==> src/rtl/tru_pkg.sv <==
// Shared definitions for the TRU readout scheduler: FSM encoding and default sizing.
package tru_pkg;

  typedef enum logic [2:0] {
    IDLE      = 3'd0,
    LOAD      = 3'd1,
    REQ       = 3'd2,
    WAIT_BUSY = 3'd3,
    WAIT_DONE = 3'd4,
    GAP       = 3'd5
  } state_t;

  localparam int DEF_DEPTH   = 4;
  localparam int DEF_PT_W    = 7;
  localparam int DEF_TIMEOUT = 63;

endpackage

==> src/rtl/readout_scheduler_if.sv <==
// L0 trigger handshake and readout-engine signals seen by the scheduler.
interface readout_scheduler_if #(
  parameter int PT_W = tru_pkg::DEF_PT_W
);
  logic            l0_valid;
  logic [7:0]      l0_address;
  logic            l0_ready;
  logic            trsf;
  logic            data_out_sign;
  logic [PT_W-1:0] point_address;
  logic [7:0]      address_L0;

  // master: trigger path plus engine; slave: the scheduler itself
  modport master (
    output l0_valid, l0_address, trsf,
    input  l0_ready, data_out_sign, point_address, address_L0
  );

  modport slave (
    input  l0_valid, l0_address, trsf,
    output l0_ready, data_out_sign, point_address, address_L0
  );
endinterface

==> src/rtl/readout_scheduler_fifo.sv <==
// L0 event queue: 8-bit base addresses, occupancy count, ready and sticky overflow.
module l0_event_fifo
  import tru_pkg::*;
#(
  parameter int DEPTH = DEF_DEPTH,
  parameter int PTR_W = $clog2(DEPTH)
) (
  input  logic             clk,
  input  logic             reset,
  input  logic             valid,
  input  logic [7:0]       din,
  output logic             ready,
  input  logic             pop,
  output logic [7:0]       head,
  output logic [PTR_W:0]   count,
  output logic             overflow
);

  logic [7:0]       mem [DEPTH];
  logic [PTR_W-1:0] wr_ptr;
  logic [PTR_W-1:0] rd_ptr;
  logic             push;
  logic             do_pop;

  // ready depends only on the registered count, so a same-cycle pop never frees a slot
  assign ready  = (count < (PTR_W+1)'(DEPTH));
  assign push   = valid & ready;
  assign do_pop = pop & (count != '0);
  assign head   = mem[rd_ptr];

  always_ff @(posedge clk or posedge reset) begin
    if (reset) begin
      for (int i = 0; i < DEPTH; i++) mem[i] <= '0;
      wr_ptr   <= '0;
      rd_ptr   <= '0;
      count    <= '0;
      overflow <= 1'b0;
    end else begin
      if (push) begin
        mem[wr_ptr] <= din;
        wr_ptr      <= wr_ptr + PTR_W'(1);
      end
      if (do_pop) rd_ptr <= rd_ptr + PTR_W'(1);
      case ({push, do_pop})
        2'b10:   count <= count + (PTR_W+1)'(1);
        2'b01:   count <= count - (PTR_W+1)'(1);
        default: count <= count;
      endcase
      if (valid && !ready) overflow <= 1'b1;
    end
  end

endmodule

==> src/rtl/readout_scheduler.sv <==
// Readout scheduler: serves queued L0 events, issuing one request per time point
// and pacing each request against the engine's active-low transfer strobe.
//  state     | meaning
//  IDLE      | wait for enable and a queued event
//  LOAD      | pop event, latch first point and point count
//  REQ       | request raised, arm response timer
//  WAIT_BUSY | wait for trsf low, abort on timeout
//  WAIT_DONE | wait for trsf high
//  GAP       | count the point, step or finish
module readout_scheduler
  import tru_pkg::*;
#(
  parameter int DEPTH   = DEF_DEPTH,
  parameter int PTR_W   = $clog2(DEPTH),
  parameter int PT_W    = DEF_PT_W,
  parameter int TIMEOUT = DEF_TIMEOUT
) (
  input  logic              clk,
  input  logic              reset,
  input  logic              enable,
  input  logic [PT_W-1:0]   first_point,
  input  logic [PT_W-1:0]   n_points,
  readout_scheduler_if.slave bus,
  output logic              busy,
  output logic              event_done,
  output logic              overflow,
  output logic              timeout_err,
  output logic [PTR_W:0]    queue_count
);

  localparam int TMR_W = $clog2(TIMEOUT + 1);

  state_t            state;
  state_t            state_nxt;
  logic [PT_W-1:0]   pt;
  logic [PT_W-1:0]   rem;
  logic [TMR_W-1:0]  tmr;
  logic [7:0]        addr;
  logic [7:0]        head;
  logic              dos;
  logic              pop;
  logic              done_nxt;
  logic              to_hit;

  l0_event_fifo #(.DEPTH(DEPTH), .PTR_W(PTR_W)) u_fifo (
    .clk      (clk),
    .reset    (reset),
    .valid    (bus.l0_valid),
    .din      (bus.l0_address),
    .ready    (bus.l0_ready),
    .pop      (pop),
    .head     (head),
    .count    (queue_count),
    .overflow (overflow)
  );

  always_comb begin
    state_nxt = state;
    pop       = 1'b0;
    done_nxt  = 1'b0;
    to_hit    = 1'b0;
    case (state)
      IDLE:      if (enable && queue_count != '0) state_nxt = LOAD;
      LOAD: begin
        pop       = 1'b1;
        state_nxt = REQ;
      end
      REQ:       state_nxt = WAIT_BUSY;
      WAIT_BUSY: begin
        if (!bus.trsf) begin
          state_nxt = WAIT_DONE;
        end else if (tmr == '0) begin
          to_hit    = 1'b1;
          done_nxt  = 1'b1;
          state_nxt = IDLE;
        end
      end
      WAIT_DONE: if (bus.trsf) state_nxt = GAP;
      GAP: begin
        if (rem == PT_W'(1)) begin
          done_nxt  = 1'b1;
          state_nxt = IDLE;
        end else begin
          state_nxt = REQ;
        end
      end
      default:   state_nxt = IDLE;
    endcase
  end

  always_ff @(posedge clk or posedge reset) begin
    if (reset) begin
      state       <= IDLE;
      pt          <= '0;
      rem         <= '0;
      tmr         <= '0;
      addr        <= '0;
      dos         <= 1'b0;
      event_done  <= 1'b0;
      timeout_err <= 1'b0;
    end else begin
      state      <= state_nxt;
      dos        <= (state_nxt == REQ) || (state_nxt == WAIT_BUSY);
      event_done <= done_nxt;
      if (to_hit) timeout_err <= 1'b1;
      case (state)
        LOAD: begin
          addr <= head;
          pt   <= first_point;
          rem  <= (n_points == '0) ? PT_W'(1) : n_points;
        end
        // REQ plus the WAIT_BUSY cycles spanning TMR values TIMEOUT-2..0 give TIMEOUT request clocks
        REQ:       tmr <= TMR_W'(TIMEOUT - 2);
        WAIT_BUSY: if (tmr != '0) tmr <= tmr - TMR_W'(1);
        GAP: begin
          rem <= rem - PT_W'(1);
          if (rem != PT_W'(1)) pt <= pt + PT_W'(1);
        end
        default: ;
      endcase
    end
  end

  assign busy              = (state != IDLE);
  assign bus.data_out_sign = dos;
  assign bus.point_address = pt;
  assign bus.address_L0    = addr;

endmodule

==> src/flat_wrapper.sv <==
// flat-port wrapper written by rule: the top's interface ports become plain ports
module readout_scheduler_flat import tru_pkg::*;
#(
  parameter int DEPTH   = DEF_DEPTH,
  parameter int PTR_W   = $clog2(DEPTH),
  parameter int PT_W    = DEF_PT_W,
  parameter int TIMEOUT = DEF_TIMEOUT
)
  (clk, reset, enable, first_point, n_points, busy, event_done, overflow, timeout_err, queue_count, bus_l0_valid, bus_l0_address, bus_trsf, bus_l0_ready, bus_data_out_sign, bus_point_address, bus_address_L0);
  readout_scheduler_if #(.PT_W(PT_W)) bus_i ();
  input  logic clk;
  input  logic reset;
  input  logic enable;
  input  logic [PT_W-1:0] first_point;
  input  logic [PT_W-1:0] n_points;
  output logic busy;
  output logic event_done;
  output logic overflow;
  output logic timeout_err;
  output logic [PTR_W:0] queue_count;
  input wire logic [$bits(bus_i.l0_valid)-1:0] bus_l0_valid;
  input wire logic [$bits(bus_i.l0_address)-1:0] bus_l0_address;
  input wire logic [$bits(bus_i.trsf)-1:0] bus_trsf;
  output wire logic [$bits(bus_i.l0_ready)-1:0] bus_l0_ready;
  output wire logic [$bits(bus_i.data_out_sign)-1:0] bus_data_out_sign;
  output wire logic [$bits(bus_i.point_address)-1:0] bus_point_address;
  output wire logic [$bits(bus_i.address_L0)-1:0] bus_address_L0;
  assign bus_i.l0_valid = bus_l0_valid;
  assign bus_i.l0_address = bus_l0_address;
  assign bus_i.trsf = bus_trsf;
  assign bus_l0_ready = bus_i.l0_ready;
  assign bus_data_out_sign = bus_i.data_out_sign;
  assign bus_point_address = bus_i.point_address;
  assign bus_address_L0 = bus_i.address_L0;
  readout_scheduler #(.DEPTH(DEPTH), .PTR_W(PTR_W), .PT_W(PT_W), .TIMEOUT(TIMEOUT)) u_core (.clk(clk), .reset(reset), .enable(enable), .first_point(first_point), .n_points(n_points), .bus(bus_i), .busy(busy), .event_done(event_done), .overflow(overflow), .timeout_err(timeout_err), .queue_count(queue_count));
endmodule
==> config.mk <==
export PLATFORM = sky130hd
export DESIGN_NAME = readout_scheduler_flat
export DESIGN_NICKNAME = d
export VERILOG_FILES = /design/src/rtl/tru_pkg.sv /design/src/rtl/readout_scheduler_if.sv /design/src/rtl/readout_scheduler_fifo.sv /design/src/rtl/readout_scheduler.sv /design/src/flat_wrapper.sv
export SDC_FILE = /design/constraint.sdc
export NUM_CORES = 1
export LEC_CHECK = 0
export ABC_CLOCK_PERIOD_IN_PS = 4000
export CORE_ASPECT_RATIO = 0.7
export CORE_UTILIZATION = 35
export CTS_CLUSTER_DIAMETER = 200
export DETAILED_ROUTE_END_ITERATION = 16
export HOLD_SLACK_MARGIN = 0.1
export PLACE_DENSITY = 0.54
export SLEW_MARGIN = 20
export SYNTH_ARGS = -nofsm -noshare
export SYNTH_HDL_FRONTEND = slang
export SYNTH_SLANG_ARGS = --single-unit
==> constraint.sdc <==
create_clock -name clk -period 4 [get_ports clk]
set_input_delay 0.4 -clock clk [delete_from_list [all_inputs] [get_ports clk]]
set_output_delay 0.4 -clock clk [all_outputs]
set_load 0.02 [all_outputs]
Word-level counts from Yosys, hierarchy flattened
Index checks and enable logic that the tools add are counted.
Widths: inputs -> output; s select.

word-level totals
  register bits = 74
  word-level logic and storage cells = 85

operators by class
  $add $sub $neg = 7
  bitwise logic cells = 4
  eq/ne operators = 13
  reductions and logical operators = 16
  magnitude comparators = 4
  muxes and demuxes = 25

operators with widths
  kind                 count
  $bwmux 32            1
  $pmux 7 s2           2
  $mux 8               3
  $pmux 3 s6           1
  $bmux 8 s2           1
  $demux 8 s2          1
  $mux 7               2
  $eq 3x2->1 const B   4
  $mux 3               4
  $pmux 6 s2           1
  $add 7x1->7 const B  1
  $eq 7x1->1 const B   1
  $logic_not 7->1      1
  $ne 7x1->1 const B   1
  $sub 7x1->7 const B  1
  $eq 3x3->1 const B   2
  $ge 3x3->1 const B   2
  $logic_not 6->1      1
  $mux 6               1
  $not 2->3            2
  $pmux 3 s2           1
  $reduce_bool 2->1    3
  $reduce_bool 3->1    2
  $reduce_bool 6->1    1
  other kinds (19)     29

Longest topological paths before layout
Gate-level depths: netlist (run 1).

  depth in word-level cells = 6
  mapped depth = 9
  mapped depth without buffers = 8

Hierarchy
A second synthesis (run 1) with hierarchy kept.

unflattened totals
  cell total of the unflattened synthesis = 294
  area total of the unflattened synthesis = 3773.6 µm²

by module, submodules not included
  module             seq. area each (µm²)  times used  area an instance (µm²)  cells an instance
  l0_event_fifo      1001.0                1           1989.4                  115
  readout_scheduler  850.8                 1           1784.2                  179

Worst setup path after synthesis (run 1)
Ideal clock, no wire load.

  path type = register to register
  start point = register u_core.state[1]
  end point = register u_core.u_fifo.count[2]
  path buffers = 1
  data arrival time = 1.896 ns
  library setup time = 0.080 ns
  cell stages (with the launch flop) = 10
  slack = 2.024 ns
  period minus slack after synthesis = 1.976 ns
  cells stage by stage = dfrtp_1 > clkbuf_1 > nor3b_1 > and2_1 > ha_1 > inv_1 > fa_1 > xor2_1 > nor2_1 > xnor2_1

on the way
  cells in the longest elaborated chain, start to end = 5
  elaborated cells between the ends (all ways) = 7
  classes of those cells = eq/ne (3); mux (2); bitwise (1); reduce/logical (1)

RTL lines
  what                                                    RTL line                      text
  start, declared                                         readout_scheduler.sv:33       state_t state;
  start signal, assigned                                  readout_scheduler.sv:102      state <= state_nxt;
  $eq 3x1->1 (*)                                          readout_scheduler.sv:62       case (state)
  $mux 1 (*)                                              readout_scheduler.sv:62
  $and 1x1->1 (*)                                         readout_scheduler_fifo.sv:28  assign do_pop = pop & (count != '0);
  net u_core.u_fifo.do_pop                                readout_scheduler_fifo.sv:23  logic do_pop;
  $eq 2x1->1 / $eq 2x2->1 (equally long branches)         readout_scheduler_fifo.sv:44  case ({push, do_pop})
  $pmux 3 s2 / $reduce_bool 2->1 (equally long branches)  -
  end signal, assigned                                    readout_scheduler_fifo.sv:45  2'b10: count <= count + (PTR_W+1)'(1);
  end signal, assigned                                    readout_scheduler_fifo.sv:46  2'b01: count <= count - (PTR_W+1)'(1);
  end signal, assigned                                    readout_scheduler_fifo.sv:47  default: count <= count;
  end, declared                                           readout_scheduler_fifo.sv:15  output logic [PTR_W:0] count,

Mark *: on every way through the listed nets, which the timed path passes. The rest lies on a longest branch.
A chain may end at the register's enable or synchronous reset.

Worst setup path in the final report (run 1)
  start point = register u_core.state[2]
  end point = output busy

on the way
  cells in the longest elaborated chain, start to end = 1

RTL lines
  what               RTL line                  text
  $reduce_bool 3->1  readout_scheduler.sv:124  assign busy = (state != IDLE);
  end, declared      flat_wrapper.sv:16        output logic busy;

Every way passes these cells.

==> impl_metrics.yaml, run 1 <==
synthesis:
  syn_nets: 341
  seq_area_frac_synth: 0.514
  yosysTopAreaCell: "dfrtp_1"
  ys_top_cells_by_area: "dfrtp_1, mux2_2, mux4_2, ha_1, nand2_1"
  async_flop_share: 1.00
  yosys-top-cells-count: "dfrtp_1, mux2_2, nand2_1, a21oi_1, inv_1"
  synth_top_area_frac: 0.514
  synth.distinct_cells: 50
  synthFlopType: "dfrtp_1"
  synth_edf_count: 0
  syn_area_um2: 3600
  ys_warn_count: 0
  syn_avg_cell_area_um2: 11.8
  ys_seq_elements: 74
  netlist_instances: 304
  yosysMostFrequentCell: "dfrtp_1"
worst_setup_path:
  r2r_cells: 8
  critPathKind: "register to primary output"
  path_depth: 2
  slowest_delay_ps: 980
  cp-start-kind: "register"
  cp-startpoint: "u_core.state[2]$_DFF_PP0_"
  cp_data_arrival_time_ps: 2120
  critPathBufInv: 1
  crit_end: "busy"
  path_cells: "or3_1, clkdlybuf4s50_1"
  cp_top_family: "flip-flops"
  worst_setup_path_end_kind: "primary output"
  cp_slowest_cell: "dfrtp_1"
  r2r_setup_slack_ps: 1610
  timing.rr.end: "u_core.u_fifo.count[2]$_DFFE_PP0P_"
  r2r_start: "u_core.state[2]$_DFF_PP0_"
  critPathMaxFanout: 32
  cp.required_ps: 3600
sta:
  relSlewSlack: 0.343
  tns_ps: 0
  fmax_mhz: 397
  min_period_over_period: 0.630
  hold_ws_ps: 460
  final-hold-violation-count: 0
  clock_skew_ps: 7.81
  layout_setup_ws_ps: 1480
  setup_viol: 0
  timing.final.crit_period_ps: 2520
  rsz0062_at_grt: "false"
  worst_pin_slew_ps: 986
  finalMaxSlewViolations: 0
cts:
  postCtsHoldBufs: 0
  cts_tree: "done"
  cts_max_level: 3
  clk_pin_slew_ps: 60
  post_cts_resized: 0
  root_buffer: "clkbuf_16"
  cts_setup_buffers: 0
  cts.sinks: 74
  clk_latency_ps: 330
  numCtsBuffers: 9
  cts_buffer_depth: 2
placement:
  portBuffers: 50
  place_congestion: 0.754
  dp_hpwl_mm: 5.36
  dp_worst_setup_slack_ps: 1620
global_routing:
  grt_pass1_vias: 2570
  grt_max_degree: 33
  grt_use_total: 0.158
  antenna_found_initial: 0
  grt_pass1_wl_mm: 12.8
  grt_overflow: 0
cells_and_area:
  finalNetCount: 393
  diodes: 0
  layout-drive-gt1-share: 0.202
  area_growth_pct: 26.5
power:
  powerDensity_nw_per_um2: 835
  vdd_ir_drop_max_mv: 0.342
  power.leakage_nw: 1.87
routing:
  route.antenna.remaining_nets: 0
  routedWlPerCell_um: 15.6
  vias: 2537
  firstDrtPassIters: 4
  drt-total-wl_mm: 7.63
  drc: 0
  drt_iter0_drc: 130
  vias_per_cell: 5.19
min_path:
  worstHoldPathType: "register to register"
  hp-start: "u_core.u_fifo.overflow$_DFFE_PP0P_"
die:
  die_h_um: 86.9
  io-pin-count: 51
  start_util: 0.366
  rows: 30
  die_w_um: 123
  die_area_um2: 10700
  core-area_um2: 9830
status:
  status: "complete, no violations"
flow_run:
  max_cap_violations: 0
cells by family after synthesis:
| kind of cell | share of synthesized area |
|---|---|
| adder cells (fa/ha/maj) | 0.0368 |
| flip-flops | 0.514 |
| multiplexers | 0.181 |
| XOR/XNOR | 0.0146 |
| AO/OA/AOI/OAI | 0.116 |
| buffers and inverters | 0.0327 |
| AND/OR/NAND/NOR | 0.105 |
flip-flops by register name, summed over array words and instances, names as in the netlist:
signal,count
u_core.event_done,1
u_core.u_fifo.count,3
u_core.bus.data_out_sign,1
u_core.timeout_err,1
u_core.u_fifo.overflow,1
u_core.rem,7
u_core.bus.point_address,7
u_core.u_fifo.mem,32
u_core.state,3
u_core.bus.address_L0,8
u_core.u_fifo.rd_ptr,2
u_core.tmr,6
u_core.u_fifo.wr_ptr,2
worst min path at each step:
| stage | end | slack [ps] | cells past startpoint |
|---|---|---|---|
| 2_1_floorplan | u_core.u_fifo.mem[10]$_DFFE_PP0P_ | 470 | 1 |
| 3_3_place_gp | u_core.u_fifo.overflow$_DFFE_PP0P_ | 440 | 1 |
| 3_5_place_dp | u_core.u_fifo.overflow$_DFFE_PP0P_ | 450 | 1 |
| 4_1_cts | u_core.u_fifo.overflow$_DFFE_PP0P_ | 470 | 1 |
| 5_1_grt | u_core.u_fifo.overflow$_DFFE_PP0P_ | 490 | 1 |
| 6_report | u_core.u_fifo.overflow$_DFFE_PP0P_ | 460 | 1 |
area by class of cell:
class / count / area, µm²
clock inverter: 3 / 45.0
tap: 128 / 160
fill: 908 / 5280
inverter: 14 / 52.6
multi-input combinational: 203 / 1640
timing repair buffer: 54 / 531
sequential: 74 / 1850
clock buffer: 13 / 280
power breakdown:
part           total [mW]  internal, mW  switching, mW
clock               0.849         0.551          0.298
combinational        1.49         0.835          0.660
sequential           1.46          1.10          0.357
total                3.80          2.49           1.31
cells in the final DEF (no fill, tap or decap), types with 11 or more instances in the layout:
| cell | Yosys | routed |
|---|---|---|
| a21oi_1 | 15 | 15 |
| clkdlybuf4s50_1 | 0 | 50 |
| dfrtp_1 | 74 | 74 |
| inv_1 | 14 | 13 |
| mux2_2 | 40 | 40 |
| nand2_1 | 23 | 23 |
| nor2_1 | 11 | 11 |
| o21ai_0 | 13 | 13 |
stage by stage:
step / power [mW] / area [µm²] / utilization / cells
floorplan: 2.49 / 3600 / - / 304
CTS: 3.85 / 4560 / 0.463 / 489
finish: 3.80 / 4560 / 0.463 / 489
detailed placement: 2.98 / 4230 / 0.430 / 473
global placement: 2.95 / 4230 / 0.430 / 473
global route: 4.08 / 4560 / 0.463 / 489
worst reg2reg max path, delay by kind of cell (launching register included):
kind                     cells  cell delay, ps
XOR/XNOR                     2             280
adder cells (fa/ha/maj)      2             570
buffers and inverters        1              60
flip-flops                   1             740
AND/OR/NAND/NOR              3             670
routing by layer:
| metal | GRT usage | vias up | part of all wire |
|---|---|---|---|
| met5 | 0 | - | 0 |
| met4 | 0.0493 | 0 | 0.010 |
| met3 | 0.0484 | 6 | 0.039 |
| met2 | 0.228 | 43 | 0.43 |
| met1 | 0.226 | 1269 | 0.52 |
| li1 | - | 1219 | - |
Power figures use the tool's default switching activity.
==> inputs of run 2 (changes only) <==
--- a/config.mk
+++ b/config.mk
@@ -5,7 +5,7 @@
 export SDC_FILE = /design/constraint.sdc
 export NUM_CORES = 1
 export LEC_CHECK = 0
-export ABC_CLOCK_PERIOD_IN_PS = 4000
+export ABC_CLOCK_PERIOD_IN_PS = 2400
 export CORE_ASPECT_RATIO = 0.7
 export CORE_UTILIZATION = 35
 export CTS_CLUSTER_DIAMETER = 200
==> constraint.sdc (replaced) <==
create_clock -name clk -period 2.4 [get_ports clk]
set_input_delay 0.24 -clock clk [delete_from_list [all_inputs] [get_ports clk]]
set_output_delay 0.24 -clock clk [all_outputs]
set_load 0.02 [all_outputs]
==> impl_metrics.yaml, run 2 (synthesized netlist as in run 1, its figures left out) <==
status:
  status: "complete, no violations"
routing:
  met1Wirelength_mm: 3.82
  drc: 0
  vias_per_cell: 5.10
  route.antenna.remaining_nets: 0
  firstDrtPassIters: 4
  drt_iter0_drc: 117
  route.met3.wl_um: 356
  drt-total-wl_mm: 7.48
  vias: 2528
  wl_met2_mm: 3.21
  highest_layer: "met4"
  routedWlPerCell_um: 15.1
min_path:
  worstHoldPathType: "input pin to async pin"
worst_setup_path:
  cp-start-kind: "register"
  slowest_delay_ps: 540
  cp_slowest_cell: "clkdlybuf4s50_1"
  critPathBufInv: 2
  critPathKind: "register to primary output"
  worst_setup_path_end_kind: "primary output"
  critPathMaxFanout: 31
  cp_data_arrival_time_ps: 1830
  path_cells: "buf_4, or3_1, clkdlybuf4s50_1"
  cp_top_family: "buffers and inverters"
  cp.required_ps: 2160
cts:
  cts_buffer_depth: 2
  clk_pin_slew_ps: 60
  cts_tree: "done"
  clk_latency_ps: 330
  cts_max_level: 3
  cts_setup_buffers: 0
  post_cts_resized: 0
  numCtsBuffers: 9
  cts.sinks: 74
  root_buffer: "clkbuf_16"
  postCtsHoldBufs: 0
sta:
  min_period_over_period: 0.863
  setup_viol: 0
  relSlewSlack: 0.552
  layout_setup_ws_ps: 329
  rsz0062_at_grt: "false"
  final-hold-violation-count: 0
  timing.final.crit_period_ps: 2070
  fmax_mhz: 483
  clock_skew_ps: 6.85
  finalMaxSlewViolations: 0
  tns_ps: 0
  worst_pin_slew_ps: 663
power:
  powerDensity_nw_per_um2: 1410
  power.leakage_nw: 1.92
  vdd_ir_drop_max_mv: 0.567
  power_mw: 6.55
global_routing:
  grt_pass1_vias: 2444
  grt_use_total: 0.155
  grt_overflow: 0
  antenna_found_initial: 0
  grt_max_degree: 42
  grt_pass1_wl_mm: 12.3
cells_and_area:
  largest_reg_flops: 32
  diodes: 0
  fill_cells: 898
  layout-drive-gt1-share: 0.217
  final_common_cell: "dfrtp_1"
  utilization: 0.472
  mostFrequentLayoutCells: "dfrtp_1, clkdlybuf4s50_1, mux2_2, nand2_1, a21oi_1"
  final_area_um2: 4650
  top_register: "u_core.u_fifo.mem"
  finalNetCount: 400
  area_growth_pct: 29.0
placement:
  portBuffers: 50
  dpl-instance-area_um2: 4300
  dp_hpwl_mm: 5.29
  dp_worst_setup_slack_ps: 462
  place_congestion: 0.797
die:
  start_util: 0.366
  die_area_um2: 10700
  die_h_um: 86.9
  rows: 30
  core-area_um2: 9830
  io-pin-count: 51
  die_w_um: 123
flow_run:
  max_cap_violations: 0
[run 2: cell types whose count changed in the layout (fill, tap and decap cells not counted), sizes merged]
| cell | change |
|---|---|
| buf | +7 |
| clkbuf | -4 |
| clkinv | +1 |
| clkinvlp | -1 |
| inv | +2 |
| bufinv | +2 |
[run 2: per-layer routing]
metal  GRT usage  vias up
met5           0        -
met4      0.0493        0
met3      0.0543        8
met2       0.218       38
met1       0.222     1252
li1            -     1230
[run 2: path summary, 6_finish.rpt]
check	start	end	slack [ps]	cells past startpoint
max in group asynchronous	reset	u_core.bus.point_address[3]$_DFFE_PP0P_	1570	3
worst min-delay path	reset	u_core.tmr[1]$_DFFE_PP0P_	250	2
worst min register to register	u_core.u_fifo.overflow$_DFFE_PP0P_	u_core.u_fifo.overflow$_DFFE_PP0P_	460	1
worst max-delay path	u_core.state[2]$_DFF_PP0_	busy	330	3
worst max register to register	u_core.u_fifo.count[0]$_DFFE_PP0P_	u_core.u_fifo.count[1]$_DFFE_PP0P_	490	6
min in group clk	u_core.u_fifo.overflow$_DFFE_PP0P_	u_core.u_fifo.overflow$_DFFE_PP0P_	460	1
[run 2: area by class of cell]
cell class / count / area, µm² / area share
sequential: 74 / 1850 / 0.399
multi-input combinational: 203 / 1640 / 0.352
timing repair buffer: 61 / 596 / 0.128
clock buffer: 9 / 225 / 0.0485
tap: 128 / 160 / 0.0345
clock inverter: 7 / 124 / 0.0267
inverter: 14 / 52.6 / 0.0113
[run 2: worst register-to-register path, delay by kind of cell (launching register included)]
kind                       cells  cell delay [ps]
adders and majority gates      2              620
buffers and inverters          1               70
DFF                            1              410
muxes                          1              140
and+or+nand+nor                2              590
[run 2: power breakdown]
| part | internal [mW] | total [mW] | leakage, nW | switching [mW] |
|---|---|---|---|---|
| registers | 1.84 | 2.30 | 0.865 | 0.458 |
| logic | 1.46 | 2.71 | 0.886 | 1.24 |
| clock network | 1.02 | 1.54 | 0.167 | 0.520 |
| total | 4.33 | 6.55 | 1.92 | 2.22 |
[run 2: per-stage QoR]
| step | hold slack (ps) | instances |
|---|---|---|
| after floorplan | 329 | 304 |
| after global placement | 448 | 480 |
| after detailed placement | 452 | 480 |
| after CTS | 256 | 496 |
| after global routing | 295 | 496 |
| final | 250 | 496 |
==> inputs of run 3 (changes only) <==
--- a/config.mk
+++ b/config.mk
@@ -8,7 +8,6 @@
 export ABC_CLOCK_PERIOD_IN_PS = 2400
 export CORE_ASPECT_RATIO = 0.7
 export CORE_UTILIZATION = 35
-export CTS_CLUSTER_DIAMETER = 200
 export DETAILED_ROUTE_END_ITERATION = 16
 export HOLD_SLACK_MARGIN = 0.1
 export PLACE_DENSITY = 0.54
==> constraint.sdc (replaced) <==
create_clock -name clk -period 2.4 [get_ports clk]
set_input_delay 0.36 -clock clk [delete_from_list [all_inputs] [get_ports clk]]
set_output_delay 0.36 -clock clk [all_outputs]
set_load 0.02 [all_outputs]
==> impl_metrics.yaml, run 3 (synthesized netlist as in run 1, its figures left out) <==
status:
  status: "complete, no violations"
global_routing:
  antenna_found_initial: 0
  grt_use_total: 0.159
  grt_max_degree: 46
  grt_pass1_wl_mm: 12.6
  grt_overflow: 0
  grt_pass1_vias: 2437
cells_and_area:
  diodes: 0
  top_register: "u_core.u_fifo.mem"
  mostFrequentLayoutCells: "dfrtp_1, clkdlybuf4s50_1, mux2_2, nand2_1, a21oi_1"
  largest_reg_flops: 32
  area_growth_pct: 29.5
  fill_cells: 893
  layout-drive-gt1-share: 0.215
  register_area_um2: 1850
  multi_input_area_um2: 1640
  finalNetCount: 399
  final_common_cell: "dfrtp_1"
  fin_cells: 495
cts:
  cts_max_level: 3
  clk_pin_slew_ps: 60
  cts_tree: "done"
  postCtsHoldBufs: 0
  numCtsBuffers: 9
  post_cts_resized: 0
  cts.sinks: 74
  cts_setup_buffers: 0
  root_buffer: "clkbuf_16"
  clk_latency_ps: 330
  cts_buffer_depth: 2
placement:
  place_congestion: 0.796
  dp_hpwl_mm: 5.26
  portBuffers: 50
  dp_worst_setup_slack_ps: 328
  dp_cells: 479
sta:
  timing.final.crit_period_ps: 2190
  finalMaxSlewViolations: 0
  clock_skew_ps: 5.71
  rsz0062_at_grt: "false"
  relSlewSlack: 0.590
  tns_ps: 0
  min_period_over_period: 0.913
  fmax_mhz: 456
  final-hold-violation-count: 0
  worst_pin_slew_ps: 616
  setup_viol: 0
  hold_ws_ps: 336
  layout_setup_ws_ps: 208
routing:
  wl_met2_mm: 3.21
  met1Wirelength_mm: 3.86
  drc: 0
  route.met3.wl_um: 439
  highest_layer: "met4"
  route.antenna.remaining_nets: 0
  drt_iter0_drc: 146
  drt-total-wl_mm: 7.61
  firstDrtPassIters: 4
  vias_per_cell: 5.12
  vias: 2535
  routedWlPerCell_um: 15.4
die:
  die_w_um: 123
  io-pin-count: 51
  rows: 30
  die_area_um2: 10700
  die_h_um: 86.9
  core-area_um2: 9830
  start_util: 0.366
power:
  power.leakage_nw: 1.93
  power_mw: 6.68
  powerDensity_nw_per_um2: 1430
  vdd_ir_drop_max_mv: 0.616
worst_setup_path:
  critPathMaxFanout: 31
  worst_setup_path_end_kind: "primary output"
  critPathKind: "register to primary output"
  cp-start-kind: "register"
  cp.required_ps: 2040
  path_cells: "buf_4, or3_1, clkdlybuf4s50_1"
  r2r_cells: 8
  cp_data_arrival_time_ps: 1830
  slowest_delay_ps: 540
  cp_slowest_cell: "clkdlybuf4s50_1"
min_path:
  worstHoldPathType: "input pin to async pin"
flow_run:
  max_cap_violations: 0
==> run 3: cell types whose count changed in the layout (fill, tap and decap cells not counted), sizes merged <==
cell	previous run	this run
buf	11	10
bufinv	3	4
clkbuf	9	10
clkinv	1	0
inv	16	15
==> run 3: final timing paths <==
kind	startpoint	to	slack [ps]
min	reset	u_core.bus.data_out_sign$_DFF_PP0_	340
max	u_core.state[2]$_DFF_PP0_	busy	210
max in group asynchronous	reset	u_core.u_fifo.mem[15]$_DFFE_PP0P_	1500
max reg2reg	u_core.u_fifo.count[0]$_DFFE_PP0P_	u_core.u_fifo.count[2]$_DFFE_PP0P_	450
min in group clk	u_core.u_fifo.overflow$_DFFE_PP0P_	u_core.u_fifo.overflow$_DFFE_PP0P_	470
min reg2reg	u_core.u_fifo.overflow$_DFFE_PP0P_	u_core.u_fifo.overflow$_DFFE_PP0P_	470
==> run 3: area by class of cell <==
| type | count | area share |
|---|---|---|
| clock buffer | 10 | 0.0512 |
| sequential | 74 | 0.397 |
| timing repair buffer | 60 | 0.126 |
| clock inverter | 6 | 0.0292 |
| inverter | 14 | 0.0113 |
| tap | 128 | 0.0343 |
| multi-input combinational | 203 | 0.351 |
==> run 3: where the power goes <==
part | internal [mW] | total, mW | switching, mW
clock | 1.15 | 1.68 | 0.526
sequential | 1.84 | 2.31 | 0.469
combinational | 1.45 | 2.69 | 1.23
total | 4.45 | 6.68 | 2.23
==> run 3: layer usage <==
layer | up-vias | track usage
met5 | - | 0
met4 | 0 | 0.0482
met3 | 10 | 0.0556
met2 | 58 | 0.221
met1 | 1246 | 0.229
li1 | 1221 | -
==> run 3: through the flow <==
step	area [µm²]	util
floorplan	3600	-
global placement	4290	0.436
detailed placement	4290	0.436
CTS	4660	0.474
global route	4660	0.474
finish	4660	0.474
==> run 3: critical path, delay by kind of cell, from the launching register on <==
| kind | cells | cell delay, ps |
|---|---|---|
| AND/OR/NAND/NOR | 1 | 340 |
| buffers and inverters | 2 | 770 |
| flip-flops | 1 | 390 |
